==> src/rtl/mips_io_top.sv <==
// mips_io_top: lab-board I/O block. R captures two 8-bit operands from the
// slide switches, L latches their 9-bit sum, and operands plus result are
// scanned continuously onto an 8-digit multiplexed seven-segment display.
module mips_io_top #(
    parameter int SCAN_BITS = 17
) (
    input  logic        clk,
    input  logic        reset,
    input  logic        L,
    input  logic        R,
    input  logic [15:0] SW,
    output logic [7:0]  AN,
    output logic        DP,
    output logic [6:0]  A2G
);

    localparam logic [SCAN_BITS-1:0] CNT_ONE = 1;

    logic                 l_s1, l_s2, l_s3;
    logic                 r_s1, r_s2, r_s3;
    logic                 l_pulse, r_pulse;
    logic [7:0]           opa, opb;
    logic [8:0]           result;
    logic [SCAN_BITS-1:0] cnt;
    logic [2:0]           sel;
    logic [3:0]           digit;

    // Two-flop synchronizers plus a delay stage for edge detection; the
    // first stage only takes a clean 1, so X/Z on a button reads as released.
    always_ff @(posedge clk or posedge reset) begin
        if (reset) begin
            l_s1 <= 1'b0;
            l_s2 <= 1'b0;
            l_s3 <= 1'b0;
            r_s1 <= 1'b0;
            r_s2 <= 1'b0;
            r_s3 <= 1'b0;
        end else begin
            l_s1 <= (L === 1'b1);
            l_s2 <= l_s1;
            l_s3 <= l_s2;
            r_s1 <= (R === 1'b1);
            r_s2 <= r_s1;
            r_s3 <= r_s2;
        end
    end

    assign l_pulse = l_s2 & ~l_s3;
    assign r_pulse = r_s2 & ~r_s3;

    // Operand capture and sum; a simultaneous R/L adds the operands held
    // before this edge because both updates are non-blocking.
    always_ff @(posedge clk or posedge reset) begin
        if (reset) begin
            opa    <= '0;
            opb    <= '0;
            result <= '0;
        end else begin
            if (r_pulse) begin
                opa <= SW[15:8];
                opb <= SW[7:0];
            end
            if (l_pulse) begin
                result <= {1'b0, opa} + {1'b0, opb};
            end
        end
    end

    // Free-running refresh counter; its top three bits pick the digit.
    always_ff @(posedge clk or posedge reset) begin
        if (reset) begin
            cnt <= '0;
        end else begin
            cnt <= cnt + CNT_ONE;
        end
    end

    assign sel = cnt[SCAN_BITS-1 -: 3];
    assign DP  = 1'b1;

    // Digit source select and anode drive from the same select value.
    always_comb begin
        digit = 4'h0;
        case (sel)
            3'd7: digit = opa[7:4];
            3'd6: digit = opa[3:0];
            3'd5: digit = opb[7:4];
            3'd4: digit = opb[3:0];
            3'd3: digit = 4'h0;
            3'd2: digit = {3'b000, result[8]};
            3'd1: digit = result[7:4];
            3'd0: digit = result[3:0];
            default: digit = 4'h0;
        endcase
        AN = ~(8'b0000_0001 << sel);
    end

    // Hex to active-low abcdefg segment decode.
    always_comb begin
        A2G = 7'b1111111;
        case (digit)
            4'h0: A2G = 7'b0000001;
            4'h1: A2G = 7'b1001111;
            4'h2: A2G = 7'b0010010;
            4'h3: A2G = 7'b0000110;
            4'h4: A2G = 7'b1001100;
            4'h5: A2G = 7'b0100100;
            4'h6: A2G = 7'b0100000;
            4'h7: A2G = 7'b0001111;
            4'h8: A2G = 7'b0000000;
            4'h9: A2G = 7'b0000100;
            4'hA: A2G = 7'b0001000;
            4'hB: A2G = 7'b1100000;
            4'hC: A2G = 7'b0110001;
            4'hD: A2G = 7'b1000010;
            4'hE: A2G = 7'b0110000;
            4'hF: A2G = 7'b0111000;
            default: A2G = 7'b1111111;
        endcase
    end

endmodule

==> config.mk <==
export PLATFORM = sky130hd
export DESIGN_NAME = mips_io_top
export DESIGN_NICKNAME = d
export VERILOG_FILES = /design/src/rtl/mips_io_top.sv
export SDC_FILE = /design/constraint.sdc
export NUM_CORES = 1
export LEC_CHECK = 0
export CORE_MARGIN = 2
export CORE_UTILIZATION = 51
export CTS_BUF_LIST = sky130_fd_sc_hd__clkbuf_8
export DETAILED_ROUTE_END_ITERATION = 6
export PLACE_DENSITY_LB_ADDON = 0.3
export SLEW_MARGIN = 20
export SYNTH_ARGS = -nofsm -noshare
export SYNTH_HDL_FRONTEND = slang
export SYNTH_SLANG_ARGS = --single-unit
==> constraint.sdc <==
create_clock -name clk -period 2.2 [get_ports clk]
set_clock_uncertainty 0.05 [all_clocks]
set_input_delay 0.22 -clock clk [delete_from_list [all_inputs] [get_ports clk]]
set_output_delay 0.22 -clock clk [all_outputs]
set_load 0.05 [all_outputs]
==> out/qor.tcl <==
set qor(outcome) {finished, violations left}
set qor(violated_checks) {negative setup slack}
set qor(fillers) 313
set qor(diodes) 0
set qor(fin_nets) 357
set qor(routed-via-count) 2135
set qor(instances_no_fill) 392
set qor(cp-startpoint) {cnt[16]$_DFF_PP0_}
set qor(drt-wirelength-per-cell_um) 16.4
set qor(multi_input_gate_area_in_the_final_layout_um2) 1650
set qor(dpl_worst_slack_ns) -0.107
set qor(routabilityCongestion) 0.840
set qor(synthesis.instances) 242
set qor(pwr_cell_area_nw_per_um2) 1100
set qor(yosys.area.top_type_share) 0.456
set qor(clk_latency_ns) 0.30
set qor(ys_seq_elements) 48
set qor(top_level_ports) 36
set qor(final_setup_violation_count) 7
set qor(final-seq-area_um2) 1200
set qor(startpoint_type) {register}
set qor(rows) 26
set qor(tritoncts_buffer_count) 5
set qor(rsz_0062_raised_after_global_routing) {true}
set qor(path_class) {register to output pin}
set qor(synthArstFlopShare) 1.00
set qor(timing.critical_path.required_ns) 1.93
set qor(port_buffers) 34
set qor(grt-busiest-layer) {met2}
set qor(die_height_um) 75.9
set qor(avg_cell_area_syn_um2) 10.9
set qor(fp.coreArea_um2) 5040
set qor(hold_viol_final) 0
set qor(cp_max_fo) 7
set qor(synthFlopType) {sky130_fd_sc_hd__dfrtp_1}
set qor(ys_seq_area_frac) 0.456
set qor(synth-edff-count) 0
set qor(finalSetupTns_ns) -2.55
set qor(number_of_remaining_drc_errors) 0
set qor(worst_slew_margin_rel) 0.596
set qor(critical_path.endpoint_type) {output pin}
set qor(tritoncts_clock_tree) {yes}
set qor(syn-num-nets) 278
set qor(power_leakage_nw) 1.69
set qor(track_usage) 0.246
set qor(grt_pass1_vias) 2212
set qor(met3_usage_grt) 0.0582
set qor(cts.path.max_buffers) 2
set qor(path_clk_slew_ns) 0.09
set qor(synth_top_cells_by_area) {sky130_fd_sc_hd__dfrtp_1 46%, sky130_fd_sc_hd__mux2_2 8.1%, sky130_fd_sc_hd__ha_1 7.1%}
set qor(syn2layout_area_growth_pct) 50.7
set qor(final_layout_size_suffix_gt1_frac) 0.450
set qor(layout_worst_path_cycle_share) 1.19
set qor(cts-root-buf) {sky130_fd_sc_hd__clkbuf_8}
set qor(cap_violations) 0
set qor(route.final.wire_length_um) 6430
set qor(synth-warning-count) 0
set qor(max_transition_viols_final) 0
set qor(holdCritPathClass) {input port to asynchronous set/reset pin}
set qor(global_routing_met1_resource_utilization) 0.279
set qor(via_per_inst) 5.45
set qor(global_route.overflow_total) 0
set qor(max-vdd-ir-drop_mv) 0.773
set qor(clock-sinks) 48
set qor(antenna_found_initial) 0
set qor(yosys.cell_count.top_type) {sky130_fd_sc_hd__dfrtp_1}
set qor(global_route_wire_length_before_repair_um) 10400
set qor(dpl.cell_count) 362
set qor(netlist_top_cells_count) {48 x sky130_fd_sc_hd__dfrtp_1, 19 x sky130_fd_sc_hd__mux2_2, 18 x sky130_fd_sc_hd__nand2_1}
set qor(die_area_um2) 5760
set qor(largest_net_degree_at_the_start_of_global_routing) 26
set qor(timing.fmax_ghz) 0.381
set qor(detail-route-antenna-nets) 0
set qor(timing.critical_path.arrival_ns) 2.35
set qor(total_power_mw) 4.38
set qor(chipWidth_um) 75.9
set qor(floorplan.initialDensity) 0.523
set qor(period_needed_ns) 2.62
set qor(final.setup.worst_slack_ns) -0.422
set qor(r2r-start) {opa[0]$_DFFE_PP0P_}
set qor(post_synth_num_cell_types) 48
set qor(met2_usage) 0.443
set qor(dp.final_hpwl_um) 4110
set qor(detailedRoute.firstIterationViolations) 51
set qor(ctsHtreeMaxLevel) 2
set qor(synth.cell_area_um2) 2640
set qor(tightestPinTransition_ns) 0.607
set qor(synth_area_leader_cell) {sky130_fd_sc_hd__dfrtp_1}
set qor(first_pass_iters) 4
logic make-up (layout without fill, tap and decap cells):
family          count (synthesis)  count (layout)  synth area share
compound gates                 47              47             0.122
flops                          48              48             0.456
fa+ha+maj                      16              16            0.0788
simple gates                   61              61             0.116
other cells                     1               1           0.00142
xor+xnor                       21              21            0.0698
buf+inv                        23             103            0.0456
mux                            25              25             0.110
final cells by class:
class | count | area share
Multi-Input combinational cell | 171 | 0.417
Sequential cell | 48 | 0.303
Timing Repair Buffer | 84 | 0.215
Clock buffer | 7 | 0.0243
Tap cell | 70 | 0.0221
Inverter | 11 | 0.0117
Clock inverter | 1 | 0.00756
per-layer routing:
layer / wire (um) / share of wire
met5: 0 / 0
met4: 166 / 0.026
met3: 245 / 0.038
met2: 3490 / 0.54
met1: 2530 / 0.39
path summary, 6_finish.rpt:
kind | end | slack [ns] | cells after the start
worst max-delay path | A2G[3] | -0.42 | 9
worst min-delay path | cnt[16]$_DFF_PP0_ | 0.21 | 2
worst max register to register | result[6]$_DFFE_PP0P_ | 0.16 | 8
worst min register to register | l_s2$_DFF_PP0_ | 0.30 | 0
max in group asynchronous | result[3]$_DFFE_PP0P_ | 1.32 | 3
min in group clk | l_s2$_DFF_PP0_ | 0.30 | 0
report_power, final:
| part | internal [mW] | total, mW | leakage [nW] | switching [mW] |
|---|---|---|---|---|
| Clock | 0.401 | 0.679 | 0.0645 | 0.278 |
| Combinational | 1.36 | 2.60 | 1.04 | 1.25 |
| Sequential | 0.996 | 1.10 | 0.586 | 0.103 |
| Total | 2.75 | 4.38 | 1.69 | 1.63 |
stage by stage:
| step | hold slack [ns] | utilization | cell area [um2] |
|---|---|---|---|
| finish | 0.211 | 0.788 | 3970 |
| global route | 0.254 | 0.788 | 3970 |
| CTS | 0.218 | 0.769 | 3880 |
| detailed placement | 0.287 | 0.665 | 3350 |
| global placement | 0.286 | 0.665 | 3350 |
| floorplan | 0.201 | - | 2740 |
sequential cells by signal (all words and copies together), names as in the netlist:
signal	flops
l_s1	1
r_s2	1
l_s3	1
result	9
opb	8
opa	8
r_s1	1
l_s2	1
cnt	17
r_s3	1
cells in the final DEF (no fill, tap or decap), types with 5 or more instances in the layout:
master                            instances
sky130_fd_sc_hd__mux2_2                  18
sky130_fd_sc_hd__nor2_1                   8
sky130_fd_sc_hd__buf_12                  10
sky130_fd_sc_hd__buf_4                   42
sky130_fd_sc_hd__ha_4                     5
sky130_fd_sc_hd__nand3_1                 12
sky130_fd_sc_hd__o21ai_0                  8
sky130_fd_sc_hd__nand2_1                 15
sky130_fd_sc_hd__xor2_1                   6
sky130_fd_sc_hd__inv_2                    5
sky130_fd_sc_hd__a21oi_1                  7
sky130_fd_sc_hd__clkdlybuf4s50_1         19
sky130_fd_sc_hd__dfrtp_1                 45
sky130_fd_sc_hd__buf_6                   13
sky130_fd_sc_hd__xnor2_1                 14
sky130_fd_sc_hd__clkbuf_8                 7
sky130_fd_sc_hd__ha_1                     9
critical path: stages (launching register included):
cell                       delay (ns)
sky130_fd_sc_hd__dfrtp_2         0.49
sky130_fd_sc_hd__buf_6           0.16
sky130_fd_sc_hd__mux2i_1         0.12
sky130_fd_sc_hd__o211ai_1        0.30
sky130_fd_sc_hd__o21ai_4         0.15
sky130_fd_sc_hd__buf_4           0.17
sky130_fd_sc_hd__ha_4            0.21
sky130_fd_sc_hd__a211oi_4        0.24
sky130_fd_sc_hd__a31oi_4         0.06
sky130_fd_sc_hd__buf_12          0.15
timing repair:
item / in CTS / in global routing
cloned: 0 / 0
pin swaps: 14 / 13
hold buffers: 0 / 0
setup endpoints to repair: 8 / 9
gates resized for setup: 47 / 15
setup buffers: 20 / 5
No activity file was read; power rests on OpenSTA's default activity.
